**src/rtl/clos_pkg.sv**
```systemverilog
// Shared direction encoding and XY turn table for the data Clos allocator.
package clos_pkg;

  typedef enum logic [2:0] {D_S = 3'd0, D_W = 3'd1, D_N = 3'd2, D_E = 3'd3, D_L = 3'd4} dir_e;

  localparam int NDIR = 5;

  function automatic logic legal_turn(logic [2:0] d, logic [2:0] o);
    logic ok;
    case (o)
      D_S:     ok = (d == D_N) || (d == D_L);
      D_N:     ok = (d == D_S) || (d == D_L);
      D_W:     ok = (d == D_S) || (d == D_N) || (d == D_E) || (d == D_L);
      D_E:     ok = (d == D_S) || (d == D_W) || (d == D_N) || (d == D_L);
      D_L:     ok = (d < D_L);
      default: ok = 1'b0;
    endcase
    return ok;
  endfunction

  // Position of source d inside the cfg vector of output o; only meaningful for legal turns.
  function automatic logic [1:0] cfg_bit(logic [2:0] d, logic [2:0] o);
    logic [1:0] b;
    case (o)
      D_S, D_N: b = (d == D_L) ? 2'd1 : 2'd0;
      D_W: begin
        case (d)
          D_S:     b = 2'd0;
          D_N:     b = 2'd1;
          D_E:     b = 2'd2;
          default: b = 2'd3;
        endcase
      end
      D_E: begin
        case (d)
          D_S:     b = 2'd0;
          D_W:     b = 2'd1;
          D_N:     b = 2'd2;
          default: b = 2'd3;
        endcase
      end
      default: b = d[1:0];
    endcase
    return b;
  endfunction

endpackage

```
**src/rtl/rr_arb.sv**
```systemverilog
// Round-robin arbiter: one-hot grant, pointer advances past the winner.
module rr_arb #(
  parameter int N = 10
) (
  input  logic         clk,
  input  logic         rst_n,
  input  logic [N-1:0] req,
  output logic [N-1:0] gnt
);
  localparam int PW = (N > 1) ? $clog2(N) : 1;

  logic [PW-1:0] ptr;
  logic [PW-1:0] win;
  logic [PW:0]   idx;
  logic          any;

  // Scan from the highest offset down so the closest requester at/after ptr wins.
  always_comb begin
    gnt = '0;
    win = '0;
    any = 1'b0;
    idx = '0;
    for (int i = N - 1; i >= 0; i--) begin
      idx = {1'b0, ptr} + (PW+1)'(i);
      if (idx >= (PW+1)'(N)) idx = idx - (PW+1)'(N);
      if (req[idx[PW-1:0]]) begin
        win = idx[PW-1:0];
        any = 1'b1;
      end
    end
    if (any) gnt[win] = 1'b1;
  end

  always_ff @(posedge clk) begin
    if (!rst_n)   ptr <= '0;
    else if (any) ptr <= (win == PW'(N - 1)) ? '0 : win + PW'(1);
  end

endmodule

```
**src/rtl/clos_alloc.sv**
```systemverilog
// Centre-module allocator for the data Clos network: grants one circuit per cycle and drives all switch configs.
module clos_alloc
  import clos_pkg::*;
#(
  parameter int MN = 2,
  parameter int NN = 2,
  parameter int MW = (MN > 1) ? $clog2(MN) : 1
) (
  input  logic                               clk,
  input  logic                               rst_n,
  input  logic [4:0][NN-1:0]                 req,
  input  logic [4:0][NN-1:0][2:0]            rdir,
  input  logic [4:0][NN-1:0]                 rel,
  output logic [4:0][NN-1:0]                 gnt,
  output logic [4:0][NN-1:0][MW-1:0]         gcm,
  output logic                               err,
  output logic [4:0][MN-1:0][NN-1:0]         imcfg,
  output logic [MN-1:0][1:0]                 scfg,
  output logic [MN-1:0][1:0]                 ncfg,
  output logic [MN-1:0][3:0]                 wcfg,
  output logic [MN-1:0][3:0]                 ecfg,
  output logic [MN-1:0][3:0]                 lcfg
);
  localparam int NR = NDIR * NN;

  logic [NDIR-1:0][MN-1:0]         imbusy, ombusy, imb_n, omb_n;
  logic [NDIR-1:0][MN-1:0][3:0]    ocfg, ocfg_n;
  logic [NDIR-1:0][NN-1:0][2:0]    odir, odir_n;
  logic [NDIR-1:0][NN-1:0][2:0]    ecnt, ecnt_n;
  logic [NDIR-1:0][NN-1:0][MW-1:0] csel, gcm_n;
  logic [NDIR-1:0][MN-1:0][NN-1:0] imcfg_n;
  logic [NDIR-1:0][NN-1:0]         legal, gnt_n;
  logic [NR-1:0]                   amask, agnt;
  logic                            err_n;

  // Allocatable mask plus lowest-free-CM encoder per requester.
  always_comb begin
    legal = '0;
    csel  = '0;
    amask = '0;
    for (int d = 0; d < NDIR; d++) begin
      for (int v = 0; v < NN; v++) begin
        legal[d][v] = legal_turn(3'(d), rdir[d][v]);
        if (legal[d][v]) begin
          for (int m = MN - 1; m >= 0; m--) begin
            if (!imbusy[d][m] && !ombusy[rdir[d][v]][m]) begin
              csel[d][v]        = MW'(m);
              amask[d*NN + v]   = req[d][v] && !gnt[d][v];
            end
          end
        end
      end
    end
  end

  rr_arb #(.N(NR)) u_arb (
    .clk   (clk),
    .rst_n (rst_n),
    .req   (amask),
    .gnt   (agnt)
  );

  // Releases are applied before the grant; a winner never uses a resource freed this cycle.
  always_comb begin
    gnt_n   = gnt;
    gcm_n   = gcm;
    odir_n  = odir;
    imb_n   = imbusy;
    omb_n   = ombusy;
    imcfg_n = imcfg;
    ocfg_n  = ocfg;
    for (int d = 0; d < NDIR; d++) begin
      for (int v = 0; v < NN; v++) begin
        if (rel[d][v] && gnt[d][v]) begin
          gnt_n[d][v]                                                    = 1'b0;
          gcm_n[d][v]                                                    = '0;
          imb_n[d][gcm[d][v]]                                            = 1'b0;
          omb_n[odir[d][v]][gcm[d][v]]                                   = 1'b0;
          imcfg_n[d][gcm[d][v]][v]                                       = 1'b0;
          ocfg_n[odir[d][v]][gcm[d][v]][cfg_bit(3'(d), odir[d][v])]      = 1'b0;
        end
      end
    end
    for (int d = 0; d < NDIR; d++) begin
      for (int v = 0; v < NN; v++) begin
        if (agnt[d*NN + v]) begin
          gnt_n[d][v]                                                    = 1'b1;
          gcm_n[d][v]                                                    = csel[d][v];
          odir_n[d][v]                                                   = rdir[d][v];
          imb_n[d][csel[d][v]]                                           = 1'b1;
          omb_n[rdir[d][v]][csel[d][v]]                                  = 1'b1;
          imcfg_n[d][csel[d][v]][v]                                      = 1'b1;
          ocfg_n[rdir[d][v]][csel[d][v]][cfg_bit(3'(d), rdir[d][v])]     = 1'b1;
        end
      end
    end
  end

  // A held illegal request re-reports every 8 cycles.
  always_comb begin
    err_n  = 1'b0;
    ecnt_n = ecnt;
    for (int d = 0; d < NDIR; d++) begin
      for (int v = 0; v < NN; v++) begin
        if (req[d][v] && !gnt[d][v] && !legal[d][v]) begin
          if (ecnt[d][v] == 3'd0) err_n = 1'b1;
          ecnt_n[d][v] = ecnt[d][v] + 3'd1;
        end else begin
          ecnt_n[d][v] = '0;
        end
      end
    end
  end

  always_ff @(posedge clk) begin
    if (!rst_n) begin
      gnt    <= '0;
      gcm    <= '0;
      odir   <= '0;
      imbusy <= '0;
      ombusy <= '0;
      imcfg  <= '0;
      ocfg   <= '0;
      ecnt   <= '0;
      err    <= 1'b0;
    end else begin
      gnt    <= gnt_n;
      gcm    <= gcm_n;
      odir   <= odir_n;
      imbusy <= imb_n;
      ombusy <= omb_n;
      imcfg  <= imcfg_n;
      ocfg   <= ocfg_n;
      ecnt   <= ecnt_n;
      err    <= err_n;
    end
  end

  always_comb begin
    for (int m = 0; m < MN; m++) begin
      scfg[m] = ocfg[D_S][m][1:0];
      ncfg[m] = ocfg[D_N][m][1:0];
      wcfg[m] = ocfg[D_W][m];
      ecfg[m] = ocfg[D_E][m];
      lcfg[m] = ocfg[D_L][m];
    end
  end

  // S and N outputs only have two sources; their upper cfg bits stay zero.
  logic unused_hi;
  assign unused_hi = |{ocfg[D_S], ocfg[D_N]};

endmodule
```
**config.mk**
```make
export PLATFORM = sky130hd
export DESIGN_NAME = clos_alloc
export DESIGN_NICKNAME = d
export VERILOG_FILES = /design/src/rtl/clos_pkg.sv /design/src/rtl/rr_arb.sv /design/src/rtl/clos_alloc.sv
export SDC_FILE = /design/constraint.sdc
export NUM_CORES = 1
export LEC_CHECK = 0
export CORE_MARGIN = 2
export CORE_UTILIZATION = 35
export DETAILED_ROUTE_END_ITERATION = 12
export SLEW_MARGIN = 20
export SYNTH_ARGS = -nofsm -noshare
export SYNTH_HDL_FRONTEND = slang
export SYNTH_HIERARCHICAL = 1
export SYNTH_SLANG_ARGS = --single-unit
```
**constraint.sdc**
```tcl
create_clock -name clk -period 17.4 [get_ports clk]
set_input_delay 3.48 -clock clk [delete_from_list [all_inputs] [get_ports clk]]
set_output_delay 3.48 -clock clk [all_outputs]
set_load 0.05 [all_outputs]
```
Yosys cells after proc, flatten, opt, wreduce, memory -nomap -nowiden
Index checks and enable logic that the tools add are counted.
W data, S select, Z words.
{"block": "classes", "n_eq_ne": 55, "n_addsub": 30, "magnitude_cmp": 142, "n_bitwise": 120, "reduce_logical": 237, "n_mux": 550}
{"operator": "$mux W40", "n": 20}
{"operator": "$demux W8 S3", "n": 20}
{"operator": "$and A40 B40 Y40", "n": 10}
{"operator": "$not A40 Y40", "n": 10}
{"operator": "$or A40 B40 Y40", "n": 10}
{"operator": "$mux W4", "n": 61}
{"operator": "$mux W10", "n": 21}
{"operator": "$mux W1", "n": 191}
{"operator": "$mux W2", "n": 80}
{"operator": "$mux W8", "n": 20}
{"operator": "$demux W2 S3", "n": 20}
{"operator": "$logic_and A1 B1 Y1", "n": 111}
{"operator": "$and A10 B10 Y10", "n": 10}
{"operator": "$not A10 Y10", "n": 10}
{"operator": "$or A10 B10 Y10", "n": 10}
{"operator": "$eq A3 B2 Y1 const B", "n": 28}
{"operator": "$demux W4 S1", "n": 20}
{"operator": "$lt A3 B4 Y1 const B", "n": 20}
{"operator": "$logic_not A3 Y1", "n": 26}
{"operator": "$pmux W2 S2", "n": 16}
{"operator": "$bmux W2 S3", "n": 10}
{"operator": "$ge A3 B1 Y1 const B", "n": 20}
{"operator": "$lt A2 B3 Y1 const B", "n": 20}
{"operator": "$lt A4 B5 Y1 const B", "n": 11}
{"operator": "other kinds (32)", "n": 359}
{"block": "totals", "wordCells": 1206, "in_bits": 52, "output_inout_bits": 73, "regBits": 165}

Logic depth before layout (Yosys ltp)
Gate-level depths: netlist of run 1.
{"block": "depth", "word_depth": 53, "depth_mapped": 27}

By module
Netlist of run 1, hierarchy kept.
{"module": "clos_alloc", "area_each_um2": 9291.4, "cells_per_inst": 1153, "n_inst": 1}
{"module": "rr_arb", "area_each_um2": 3062.9, "cells_per_inst": 399, "n_inst": 1}

Least setup slack after synthesis of run 1
OpenSTA, ideal clock, no wires.
{"block": "synth_path", "kind": "input -> register", "start": "input port rdir[18] (netlist bit)", "end": "register ombusy[7] (netlist bit)", "n_path_buf": 2, "setup_slack_ps": 9144, "setup_time_ps": 81, "cell_stages": 23, "t_arrival_ps": 8175, "path_cell_list": "buf_2 -> mux2_2 -> a31oi_1 -> o21ai_0 -> a2111oi_0 -> mux2i_1 -> mux2i_1 -> nand2_1 -> mux2i_1 -> o21ai_0 -> nand2_1 -> o221ai_1 -> a31o_1 -> a221o_2 -> nand4b_1 -> nor2_1 -> clkbuf_1 -> nor2b_1 -> nand2_1 -> nor4b_1 -> a31oi_1 -> o31a_1 -> a41oi_1"}
{"block": "synth_via", "elab_cells_between_ends": 91}
{"item": "start, declared", "line_no": "clos_alloc.sv:12", "rtl": "input logic [4:0][NN-1:0][2:0] rdir,"}
{"item": "$bmux W2 S3", "line_no": "clos_alloc.sv:46", "rtl": "if (!imbusy[d][m] && !ombusy[rdir[d][v]][m]) begin"}
{"item": "$mux W2 (implied by the code)", "line_no": "clos_alloc.sv:46"}
{"item": "$logic_not A1 Y1", "line_no": "clos_alloc.sv:46"}
{"item": "$logic_and A1 B1 Y1", "line_no": "clos_alloc.sv:46"}
{"item": "$mux W1 (2 in a row)", "line_no": "clos_alloc.sv:46"}
{"item": "$mux W1 (*)", "line_no": "clos_alloc.sv:44", "rtl": "if (legal[d][v]) begin"}
{"item": "via amask[6]", "line_no": "clos_alloc.sv:33", "rtl": "logic [NR-1:0] amask, agnt;"}
{"item": "$bmux W1 S4", "line_no": "rr_arb.sv:26", "rtl": "if (req[idx[PW-1:0]]) begin"}
{"item": "(+16 left out)"}
{"item": "via agnt[5]", "line_no": "clos_alloc.sv:33"}
{"item": "(+1 left out)"}
{"item": "$or A10 B10 Y10 (no source line)"}
{"item": "$mux W10 (*)", "line_no": "clos_alloc.sv:86", "rtl": "if (agnt[d*NN + v]) begin"}
{"item": "$or A10 B10 Y10 (no source line)"}
{"item": "$mux W10 (*)", "line_no": "clos_alloc.sv:86"}
{"item": "$or A10 B10 Y10 (no source line)"}
{"item": "$mux W10 (*)", "line_no": "clos_alloc.sv:86"}
{"item": "$or A10 B10 Y10 (no source line)"}
{"item": "$mux W10 (*)", "line_no": "clos_alloc.sv:86"}
{"item": "end signal, assigned", "line_no": "clos_alloc.sv:131", "rtl": "ombusy <= omb_n;"}
{"item": "end, declared", "line_no": "clos_alloc.sv:26", "rtl": "logic [NDIR-1:0][MN-1:0] imbusy, ombusy, imb_n, omb_n;"}
Mark *: on every way through the listed nets, which the timed path passes. The rest lies on a longest branch. The select of a mux whose other input is x is not followed.
A chain may end at the register's enable or synchronous reset.

Worst setup path in the final report of run 1
{"block": "layout_path", "start": "input port rdir[29] (netlist bit)", "end": "register ombusy[1] (netlist bit)"}
{"block": "layout_via", "elab_cells_between_ends": 93}
{"item": "$bmux W2 S3", "line_no": "clos_alloc.sv:46"}
{"item": "$mux W2 (implied by the code)", "line_no": "clos_alloc.sv:46"}
{"item": "$logic_not A1 Y1", "line_no": "clos_alloc.sv:46"}
{"item": "$logic_and A1 B1 Y1", "line_no": "clos_alloc.sv:46"}
{"item": "$mux W1 (2 in a row)", "line_no": "clos_alloc.sv:46"}
{"item": "$mux W1 (*)", "line_no": "clos_alloc.sv:44"}
{"item": "via amask[9]", "line_no": "clos_alloc.sv:33"}
{"item": "$bmux W1 S4", "line_no": "rr_arb.sv:26"}
{"item": "$mux W1 (implied by the code)", "line_no": "rr_arb.sv:26"}
{"item": "$mux W4 (10 in a row)", "line_no": "rr_arb.sv:26"}
{"item": "$lt A4 B5 Y1 (implied by the code) or $ge A4 B1 Y1 (tied branches)", "line_no": "rr_arb.sv:31", "rtl": "if (any) gnt[win] = 1'b1;"}
{"item": "$logic_and A1 B1 Y1 (implied by the code)", "line_no": "rr_arb.sv:31"}
{"item": "$mux W1 (implied by the code)", "line_no": "rr_arb.sv:31"}
{"item": "$demux W1 S4"}
{"item": "$mux W10 (*)", "line_no": "rr_arb.sv:31"}
{"item": "via agnt[9]", "line_no": "clos_alloc.sv:33"}
{"item": "$mux W10 (*)", "line_no": "clos_alloc.sv:86"}
Marked as above.

==> metrics.md, run 1 <==
| Metric | Value |
|---|---|
| Core ar. | 34600 um2 |
| GP Congestion | 0.981 |
| TritonCTS clock tree | yes |
| # hold bufs at CTS | 0 |
| Row count | 68 |
| Slowest cell on crit path | nor4_1 |
| PwrDens | 177 nW/um2 |
| Final hold vios | 0 |
| Port-buffer cells | 124 |
| # resized after CTS | 0 |
| Die width | 192 um |
| Mapped Nets | 1648 |
| Detailed-placement wirelength estimate | 36300 um |
| Cell Count Post-Placement | 2049 |
| Max Buffers Root-to-Sink | 2 |
| Non-Filler Instances | 2081 |
| Worst Skew | 11.9 ps |
| Worst setup margin | 7560 ps |
| Vias after detailed routing | 12500 |
| Post-synth cell types | 115 |
| Commonest cells after routing, fill and taps aside | dfxtp_1 (157), nor2_1 (129), nand2_1 (124), clkdlybuf4s50_1 (124), a21oi_1 (110) |
| Wire per inst | 22.6 um |
| RSZ-0062 raised after global routing | false |
| Setup CP Type | in2reg |
| Internal Power | 1.28 mW |
| Die H | 192 um |
| Post-synth EDFFs | 0 |
| DRC viols | 0 |
| Vias in the first global route | 11800 |
| Sw Share | 0.500 |
| Final Setup Violations | 0 |
| Synth Instances | 1552 |
| Final design area excluding fillers | 14400 um2 |
| Gr ovfl total | 0 |
| Critical path, cell by cell | clkdlybuf4s50_1 -> nand3b_1 -> a21oi_1 -> a2111oi_2 -> inv_1 -> a2111oi_1 -> buf_4 -> mux2i_1 -> nor4_1 -> nor3_4 -> a31oi_1 -> o221ai_1 -> a31o_1 -> a221o_2 -> nand4b_1 -> nor2_1 -> nor2b_1 -> nand3_1 -> o32ai_1 -> o31a_1 |
| Post-layout util | 0.416 |
| Clk sinks | 157 |
| CP max FO | 14 |
| Synth warnings | 6 |
| Post-place instance area | 13800 um2 |
| DR pass1 iterations | 5 |
| Relative slew slack | 0.311 |
| Clock root cell | clkbuf_16 |
| Sequential share of power | 0.214 |
| Io pins | 125 |
| Startpoint types | input port |
| Max-slew violations | 0 |
| Antenna Cells | 0 |
| Post-Route Setup TNS | 0 ps |
| Worst Hold Class | reg2reg |
| Area delta synth->final | 16.6% |
| Post-route ant nets | 0 |
| Gr usage total | 0.253 |
| WP data arrival | 10220 ps |
| Mapped cell area | 12400 um2 |
| Htree depth | 4 |
| Syn Area/Cell | 7.96 um2 |
| Asr flop ratio synth | 0 |
| Number of max-cap violations | 0 |
| Synth Flop Type | dfxtp_1 |
| Hold Slack | 445 ps |
| Worst-case vdd ir drop | 0.000107 V |
| First-pass GRT wire length | 71000 um |
| Initial Util | 0.357 |
| Postcts setup bufs | 0 |
| Status | finished clean |
| Leakage | 5.21 nW |
| Switching pwr | 1.28 mW |
| Clock power share | 0.159 |
| Comb pwr share | 0.627 |
| Min cycle time layout | 9840 ps |
| DIE AREA | 36800 um2 |
| Clock Latency Late Sink | 440 ps |
| WL final | 47100 um |
| CP required | 17780 ps |
| Worst-margin pin slew | 1030 ps |
| Via density | 5.99 |
| Crit path capture type | register |
| CTS buffer count | 17 |
| Overall power | 2.55 mW |
| Initial DRC Count | 1240 |
| Highest clock rate | 102 MHz |
| Nets | 1709 |
| CTS clock-pin slew for the worst setup and hold paths | 70 ps |
| Antenna violations before repair | 0 |
| Largest net degree at the start of global routing | 86 |
| Post-placement worst setup slack | 7140 ps |
| Yosys reg bits | 157 |
| Seq/Total Area, Yosys | 0.254 |
| Period utilization | 0.565 |
| Layout cells sized above 1 | 0.0910 |
| Crit path largest cell delay | 780 ps |
| Most common cell after layout, fill and taps aside | dfxtp_1 |
==> worst paths after layout <==
kind | end | cells past startpoint | slack (ps) | startpoint
max | ombusy[1]$_SDFF_PN0_ | 20 | 7560 | rdir[29]
min | ecnt[3]$_SDFF_PN0_ | 1 | 450 | ecnt[3]$_SDFF_PN0_
max reg2reg | ombusy[1]$_SDFF_PN0_ | 20 | 10480 | u_arb/ptr[0]$_SDFFE_PN0P_
min reg2reg | ecnt[3]$_SDFF_PN0_ | 1 | 450 | ecnt[3]$_SDFF_PN0_
==> worst max-delay path: cells and delay by family <==
family,cells,cell delay (ps)
AO/OA/AOI/OAI,9,2810
buffers and inverters,3,1080
multiplexers,1,150
AND/OR/NAND/NOR,7,2660
==> cells by family after synthesis <==
group / share of synthesized area
AND/OR/NAND/NOR: 0.283
multiplexers: 0.0990
buffers and inverters: 0.0653
AO/OA/AOI/OAI: 0.225
flip-flops: 0.254
XOR/XNOR: 0.0271
adder cells (fa/ha/maj): 0.0452
==> area by class of cell <==
cell class              count  area (um2)
clock buffers              19         433
flip-flops and latches    157        3140
well taps                 455         569
repair buffers            135        1320
multi-input cells        1212        8410
inverters                  90         339
clock inverters            13         190
fillers                  3501       20200
==> sequential cells by signal, summed over array words and instances (netlist names), 8 cells and up <==
name    count
wcfg        8
lcfg        8
ecfg        8
imbusy     10
gcm        10
ombusy     10
gnt        10
imcfg      20
odir       30
ecnt       30
==> power groups by stage <==
| stage | Sequential, mW | Combinational, mW | Clock, mW |
|---|---|---|---|
| after detailed placement | 0.546 | 1.57 | 0 |
| after CTS | 0.539 | 1.58 | 0.412 |
| after global placement | 0.546 | 1.56 | 0 |
| after floorplan | 0.589 | 1.11 | 0 |
| final | 0.546 | 1.60 | 0.405 |
| after global routing | 0.552 | 1.74 | 0.427 |
==> metal layers <==
| layer | global-route usage | share of wire | vias up |
|---|---|---|---|
| met3 | 0.0444 | 0.074 | 79 |
| li1 | - | - | 5841 |
| met5 | 0 | 0 | - |
| met2 | 0.412 | 0.46 | 492 |
| met4 | 0.0769 | 0.028 | 0 |
| met1 | 0.340 | 0.44 | 6049 |
==> synthesized netlist by cell type (6+ instances only) <==
cell / count / area share
dfxtp_1: 157 / 0.25
nor2_1: 129 / 0.039
nand2_1: 124 / 0.038
a21oi_1: 110 / 0.045
inv_1: 84 / 0.026
nand3_1: 72 / 0.029
mux2i_1: 66 / 0.053
o21ai_0: 51 / 0.021
clkbuf_1: 50 / 0.015
ha_1: 43 / 0.044
nand3b_1: 36 / 0.022
nor3_1: 33 / 0.013
a31oi_1: 32 / 0.016
nor2b_1: 32 / 0.016
nand2b_1: 31 / 0.016
buf_2: 27 / 0.011
mux2_2: 27 / 0.025
xnor2_1: 27 / 0.019
o21a_1: 25 / 0.015
and3_1: 23 / 0.012
nand4_1: 21 / 0.011
nor3b_1: 20 / 0.012
a22oi_1: 15 / 0.0091
and3b_1: 15 / 0.011
and2_1: 14 / 0.0071
nor4_1: 14 / 0.0071
mux4_2: 11 / 0.020
nand4b_1: 11 / 0.0078
o22ai_1: 10 / 0.0051
or2_2: 10 / 0.0051
or3_1: 10 / 0.0051
o221ai_1: 9 / 0.0064
a211oi_1: 8 / 0.0049
buf_6: 8 / 0.0073
buf_4: 7 / 0.0043
nor4b_1: 7 / 0.0050
a221oi_1: 6 / 0.0043
a32oi_1: 6 / 0.0043
a41oi_1: 6 / 0.0043
inv_2: 6 / 0.0018
No activity file was read; power rests on OpenSTA's default activity.
==> run 2: changes to the inputs <==
clock period = 8.7 ns   (was 17.4 ns; I/O delays follow)
==> metrics.md, run 2 (synthesis results as in run 1) <==
| Metric | Value |
|---|---|
| Crit path largest cell delay | 760 ps (-20 ps) |
| Highest clock rate | 126 MHz |
| CP max FO | 14 (unchanged) |
| Final Setup Violations | 0 (unchanged) |
| Max-slew violations | 0 (unchanged) |
| Crit path capture type | register |
| Vias in the first global route | 11800 (+0.19%) |
| Crit. Startpoint | rdir[29] |
| Antenna violations before repair | 0 (unchanged) |
| Number of max-cap violations | 0 (unchanged) |
| Layout cells sized above 1 | 0.0977 (+0.00666) |
| Critical path, cell by cell | clkdlybuf4s50_1 -> nand3b_1 -> a21oi_1 -> a2111oi_2 -> inv_1 -> a2111oi_0 -> buf_4 -> mux2i_1 -> nor4_1 -> nor3_4 -> a31oi_1 -> o221ai_1 -> a31o_1 -> a221o_2 -> nand4b_1 -> nor2_1 -> buf_4 -> nor2b_1 -> nand2_1 -> nor4b_1 -> a31oi_1 -> o31a_1 -> a41oi_1 |
| Postcts setup bufs | 0 (unchanged) |
| PwrDens | 354 nW/um2 (+100%) |
| GP Congestion | 0.965 (-1.6%) |
| Die H | 192 um (unchanged) |
| Clock root cell | clkbuf_16 |
| Min cycle time layout | 7910 ps |
| Startpoint types | input port |
| WL final | 47500 um (+0.81%) |
| Vias after detailed routing | 12500 (+0.016%) |
| CTS clock-pin slew for the worst setup and hold paths | 60 ps (about the same) |
| Gr usage total | 0.259 (+0.00559) |
| Htree depth | 4 (unchanged) |
| Commonest cells after routing, fill and taps aside | dfxtp_1 (157), nor2_1 (129), nand2_1 (124), clkdlybuf4s50_1 (124), a21oi_1 (110) |
| Slowest cell on crit path | clkdlybuf4s50_1 |
| WP data arrival | 8270 ps (-1950 ps) |
| Wire per inst | 22.7 um (+0.23%) |
| Relative slew slack | 0.367 (+0.0561) |
| DIE AREA | 36800 um2 (unchanged) |
| TritonCTS clock tree | yes |
| Worst Hold Class | reg2reg |
| Period utilization | 0.910 |
| Initial Util | 0.357 (unchanged) |
| FF-to-FF Start | ombusy[9]$_SDFF_PN0_ |
| # hold bufs at CTS | 0 (unchanged) |
| Fillers | 3457 (-1.3%) |
| Most common cell after layout, fill and taps aside | dfxtp_1 |
| Largest net degree at the start of global routing | 62 (-28%) |
| Worst Skew | 14.1 ps (+2.26 ps) |
| Antenna Cells | 0 (unchanged) |
| Clock Latency Late Sink | 440 ps (about the same) |
| Worst-margin pin slew | 946 ps (-87.1 ps) |
| Min-delay src | ecnt[27]$_SDFF_PN0_ |
| Top Family by Delay on Critical Path | compound AO/OA/AOI/OAI gates |
| Port-buffer cells | 124 (unchanged) |
| CTS buffer count | 17 (unchanged) |
| R2R Setup Slk | 2190 ps (-8290 ps) |
| Row count | 68 (unchanged) |
| Clk sinks | 157 (unchanged) |
| First-pass GRT wire length | 72200 um (+1.7%) |
| Max Buffers Root-to-Sink | 2 (unchanged) |
| DR pass1 iterations | 6 (+1) |
| Detailed-placement wirelength estimate | 36900 um (+1.8%) |
| Post-Route Setup TNS | 0 ps (unchanged) |
| Biggest regs | ecnt x30, odir x30, imcfg x20 |
| Nets | 1721 (+0.70%) |
| Final hold vios | 0 (unchanged) |
| Status | finished clean |
| RSZ-0062 raised after global routing | false |
| Area delta synth->final | 17.0% |
| Overall power | 5.12 mW (+100%) |
| Initial DRC Count | 1430 (+15%) |
| Leakage | 5.26 nW (+0.93%) |
| Worst-case vdd ir drop | 0.000214 V (+100%) |
| Post-route ant nets | 0 (unchanged) |
| Core ar. | 34600 um2 (unchanged) |
| Setup CP Type | in2reg |
| Via density | 5.95 (-0.56%) |
| DRC viols | 0 (unchanged) |
| # resized after CTS | 0 (unchanged) |
| Gr ovfl total | 0 (unchanged) |
| Buf+Inv Stages, Crit Path | 4 (+1) |
| Io pins | 125 (unchanged) |
| Die width | 192 um (unchanged) |
| CP required | 9060 ps (-8720 ps) |
## run 2: final cells by class
| cell class | instances | area (um2) | area share |
|---|---|---|---|
| Multi-Input combinational cell | 1212 | 8400 | 0.581 |
| Sequential cell | 157 | 3140 | 0.217 |
| Timing Repair Buffer | 147 | 1410 | 0.0978 |
| Tap cell | 455 | 569 | 0.0394 |
| Clock buffer | 18 | 429 | 0.0297 |
| Inverter | 90 | 339 | 0.0235 |
| Clock inverter | 14 | 158 | 0.0109 |
## run 2: power breakdown
group / switching [mW] / internal [mW] / total, mW
logic: 2.01 / 1.25 / 3.25
registers: 0.233 / 0.867 / 1.10
clock network: 0.340 / 0.428 / 0.768
total: 2.58 / 2.54 / 5.12
## run 2: final timing paths
path                          end  cells after the start
min reg2reg   ecnt[27]$_SDFF_PN0_                      1
max          ombusy[7]$_SDFF_PN0_                     23
max reg2reg  ombusy[7]$_SDFF_PN0_                     22
min           ecnt[27]$_SDFF_PN0_                      1
## run 2: per-layer routing
| layer | vias up | part of all wire | global-route usage |
|---|---|---|---|
| li1 | 5862 | - | - |
| met1 | 5985 | 0.44 | 0.352 |
| met2 | 528 | 0.46 | 0.417 |
| met3 | 88 | 0.078 | 0.0413 |
| met4 | 0 | 0.030 | 0.0828 |
| met5 | - | 0 | 0 |
## run 2: per-stage QoR
stage	hold WS [ps]	std cells	cell area (um2)	util	setup slack, ps
final	448	2093	14500	0.417	786
after global placement	430	2061	13900	0.401	668
after floorplan	417	1552	12400	-	2180
after CTS	451	2093	14500	0.417	895
after global routing	470	2093	14500	0.417	350
after detailed placement	437	2061	13900	0.401	483
==> run 3: changes to the inputs <==
ABC_AREA = 1   (was unset)
==> metrics.md, run 3 <==
| Metric | Value |
|---|---|
| Status | finished clean |
| Mapped Nets | 2096 (+27%) |
| Worst setup margin | 1440 ps (+651 ps) |
| Worst r2r path cells | 31 (+41%) |
| Hold Slack | 449 ps (+1.17 ps) |
| Mapped cell area | 12000 um2 (-3.1%) |
| Post-synth top area cell | dfxtp_1 |
| Post-synthesis mux area share | 0.000836 (-0.0982) |
| Detailed-placement wirelength estimate | 37500 um (+1.6%) |
| Synth Instances | 2000 (+29%) |
| Final Setup Violations | 0 (unchanged) |
| Core ar. | 33600 um2 (-2.9%) |
| Vias after detailed routing | 13600 (+9.1%) |
| Row count | 67 (-1.5%) |
| Post-Route Setup TNS | 0 ps (unchanged) |
| Multi-input gate area | 7480 um2 (-11%) |
| Non-Filler Instances | 2570 (+23%) |
| Worst Skew | 17.5 ps (+3.37 ps) |
| Port-buffer cells | 124 (unchanged) |
| Setup CP Type | in2reg |
| Most numerous cell types in the synthesized netlist | nand2_1 (550), inv_1 (267), nor2_1 (248) |
| Cell Count Post-Placement | 2538 (+23%) |
| Io pins | 125 (unchanged) |
| CP Depth | 35 (+52%) |
| Highest clock rate | 138 MHz (+9.0%) |
| Startpoint types | input port |
| Min cycle time layout | 7260 ps (-651 ps) |
| CP max FO | 10 (-4) |
| DR pass1 iterations | 6 (unchanged) |
| Max-slew violations | 0 (unchanged) |
| Via density | 5.29 (-11%) |
| Synth warnings | 6 (unchanged) |
| Worst-case vdd ir drop | 0.000201 V (-6.0%) |
| Htree depth | 4 (unchanged) |
| Fillers | 3612 (+4.5%) |
| WP data arrival | 7630 ps (-640 ps) |
| Biggest regs | ecnt x30, odir x30, imcfg x20 |
| Post-route ant nets | 0 (unchanged) |
| WL final | 47500 um (about the same) |
| Antenna violations before repair | 0 (unchanged) |
| Relative slew slack | 0.339 (-0.0287) |
| Layout cells sized above 1 | 0.0726 (-0.0251) |
| GP Congestion | 0.960 (-0.47%) |
| Number of max-cap violations | 0 (unchanged) |
| Clock root cell | clkbuf_16 |
| Final hold vios | 0 (unchanged) |
| Crit path capture type | register |
| Yosys reg bits | 157 (unchanged) |
| Crit path largest cell delay | 790 ps (+30 ps) |
| CTS buffer count | 17 (unchanged) |
| Clk sinks | 157 (unchanged) |
| Post-synth EDFFs | 0 (unchanged) |
| Xor and xnor area share after synthesis | 0.0164 (-0.0107) |
| Worst-margin pin slew | 986 ps (+40.0 ps) |
| RSZ-0062 raised after global routing | false |
| Most used cell, CP | nand2_1 |
| Die H | 189 um (-1.5%) |
| # hold bufs at CTS | 0 (unchanged) |
| Largest net degree at the start of global routing | 68 (+9.7%) |
| Gr usage total | 0.264 (+0.00509) |
| Period utilization | 0.835 (-0.0749) |
| Vias in the first global route | 12600 (+6.5%) |
| DIE AREA | 35700 um2 (-3.0%) |
| Worst Hold Class | reg2reg |
| Asr flop ratio synth | 0 (unchanged) |
| Leakage | 6.78 nW (+29%) |
| Antenna Cells | 0 (unchanged) |
| Post-synthesis adder-cell area fraction | 0.0466 (+0.00144) |
| Slowest cell on crit path | a211oi_1 |
| Nets | 2205 (+28%) |
| Initial DRC Count | 1337 (-6.5%) |
| TritonCTS clock tree | yes |
| Die width | 189 um (-1.5%) |
| Seq/Total Area, Yosys | 0.263 (+0.00811) |
| Commonest cells after routing, fill and taps aside | nand2_1 (550), inv_1 (267), nor2_1 (248) |
| Post-synth top area share | 0.263 (+0.00811) |
| Buf+Inv Stages, Crit Path | 5 (+1) |
| Area delta synth->final | 18.5% |
| Largest family of logic cells by synthesized area | simple AND/OR/NAND/NOR gates |
| Synth Flop Type | dfxtp_1 |
| Synth Area in Compound Gates | 0.136 (-0.0896) |
| DRC viols | 0 (unchanged) |
| First-pass GRT wire length | 72400 um (+0.29%) |
| Most common cell after layout, fill and taps aside | nand2_1 |
| Most frequent cell after synthesis | nand2_1 |
| PwrDens | 382 nW/um2 (+7.8%) |
| CP required | 9070 ps (about the same) |
| Simple-gate share of the synthesized area | 0.425 (+0.141) |
| Seq. cell area | 3140 um2 (unchanged) |
| Max Buffers Root-to-Sink | 2 (unchanged) |
| Area contributors post-synth | dfxtp_1 (26%), nand2_1 (17%), nand3_1 (8.5%), inv_1 (8.4%), nor2_1 (7.8%) |
| # resized after CTS | 0 (unchanged) |
| Wire per inst | 18.5 um (-19%) |
| Clock Latency Late Sink | 450 ps (about the same) |
| Syn Area/Cell | 5.99 um2 (-25%) |
| Post-placement worst setup slack | 1140 ps (+656 ps) |
| Postcts setup bufs | 0 (unchanged) |
| Initial Util | 0.356 (-0.000609) |
| Hold depth | 1 (unchanged) |
| CTS clock-pin slew for the worst setup and hold paths | 70 ps (about the same) |
| Post-synth cell types | 66 (-43%) |
| Top Family by Delay on Critical Path | simple AND/OR/NAND/NOR gates |
| Gr ovfl total | 0 (unchanged) |
-- run 3: cell types whose count changed after synthesis, sizes merged, moves of 52 or more --
| cell | change |
|---|---|
| nand2 | +453 |
| inv | +206 |
| nand3 | +138 |
| nor2 | +135 |
| mux2i | -65 |
| o21ai | +52 |
-- run 3: area by class of cell --
class / count / share of cell area
Tap cell: 448 / 0.0395
Timing Repair Buffer: 132 / 0.0914
Multi-Input combinational cell: 1501 / 0.527
Clock buffer: 18 / 0.0310
Inverter: 300 / 0.0796
Clock inverter: 14 / 0.00988
Sequential cell: 157 / 0.222
-- run 3: path summary, 6_finish.rpt --
| path | startpoint | to | slack (ps) |
|---|---|---|---|
| setup / recovery | rdir[26] | ombusy[0]$_SDFF_PN0_ | 1440 |
| hold / removal | ecnt[15]$_SDFF_PN0_ | ecnt[15]$_SDFF_PN0_ | 450 |
| setup reg to reg | ombusy[5]$_SDFF_PN0_ | ombusy[0]$_SDFF_PN0_ | 2680 |
| hold reg to reg | ecnt[15]$_SDFF_PN0_ | ecnt[15]$_SDFF_PN0_ | 450 |
-- run 3: cells by family (layout without fill, tap and decap cells) --
family / after synthesis / count (layout)
buffers and inverters: 342 / 464
AO/OA/AOI/OAI: 271 / 271
multiplexers: 1 / 1
flip-flops: 157 / 157
adder cells (fa/ha/maj): 44 / 44
AND/OR/NAND/NOR: 1166 / 1166
XOR/XNOR: 19 / 19
-- run 3: worst register-to-register path, delay by kind of cell (launching register included) --
kind                   cells  cell delay (ps)
AND/OR/NAND/NOR           15             2190
AO/OA/AOI/OAI              8             2240
flip-flops                 1              420
buffers and inverters      8             1110
-- run 3: report_power, final --
group	switching, mW	leakage [nW]	internal, mW
Sequential	0.147	1.28	0.860
Combinational	2.53	5.22	1.12
Clock	0.378	0.288	0.391
-- run 3: per-layer routing --
metal / wire length, um / track usage
met5: 0 / 0
met4: 1830 / 0.104
met3: 3860 / 0.0460
met2: 20800 / 0.414
met1: 21000 / 0.358
-- run 3: through the flow --
step                      power (mW)  utilization  area [um2]
after floorplan                 3.63            -       12000
after global placement          4.60        0.405       13600
after detailed placement        4.61        0.405       13600
after CTS                       5.39        0.422       14200
after global routing            5.92        0.422       14200
final                           5.42        0.422       14200
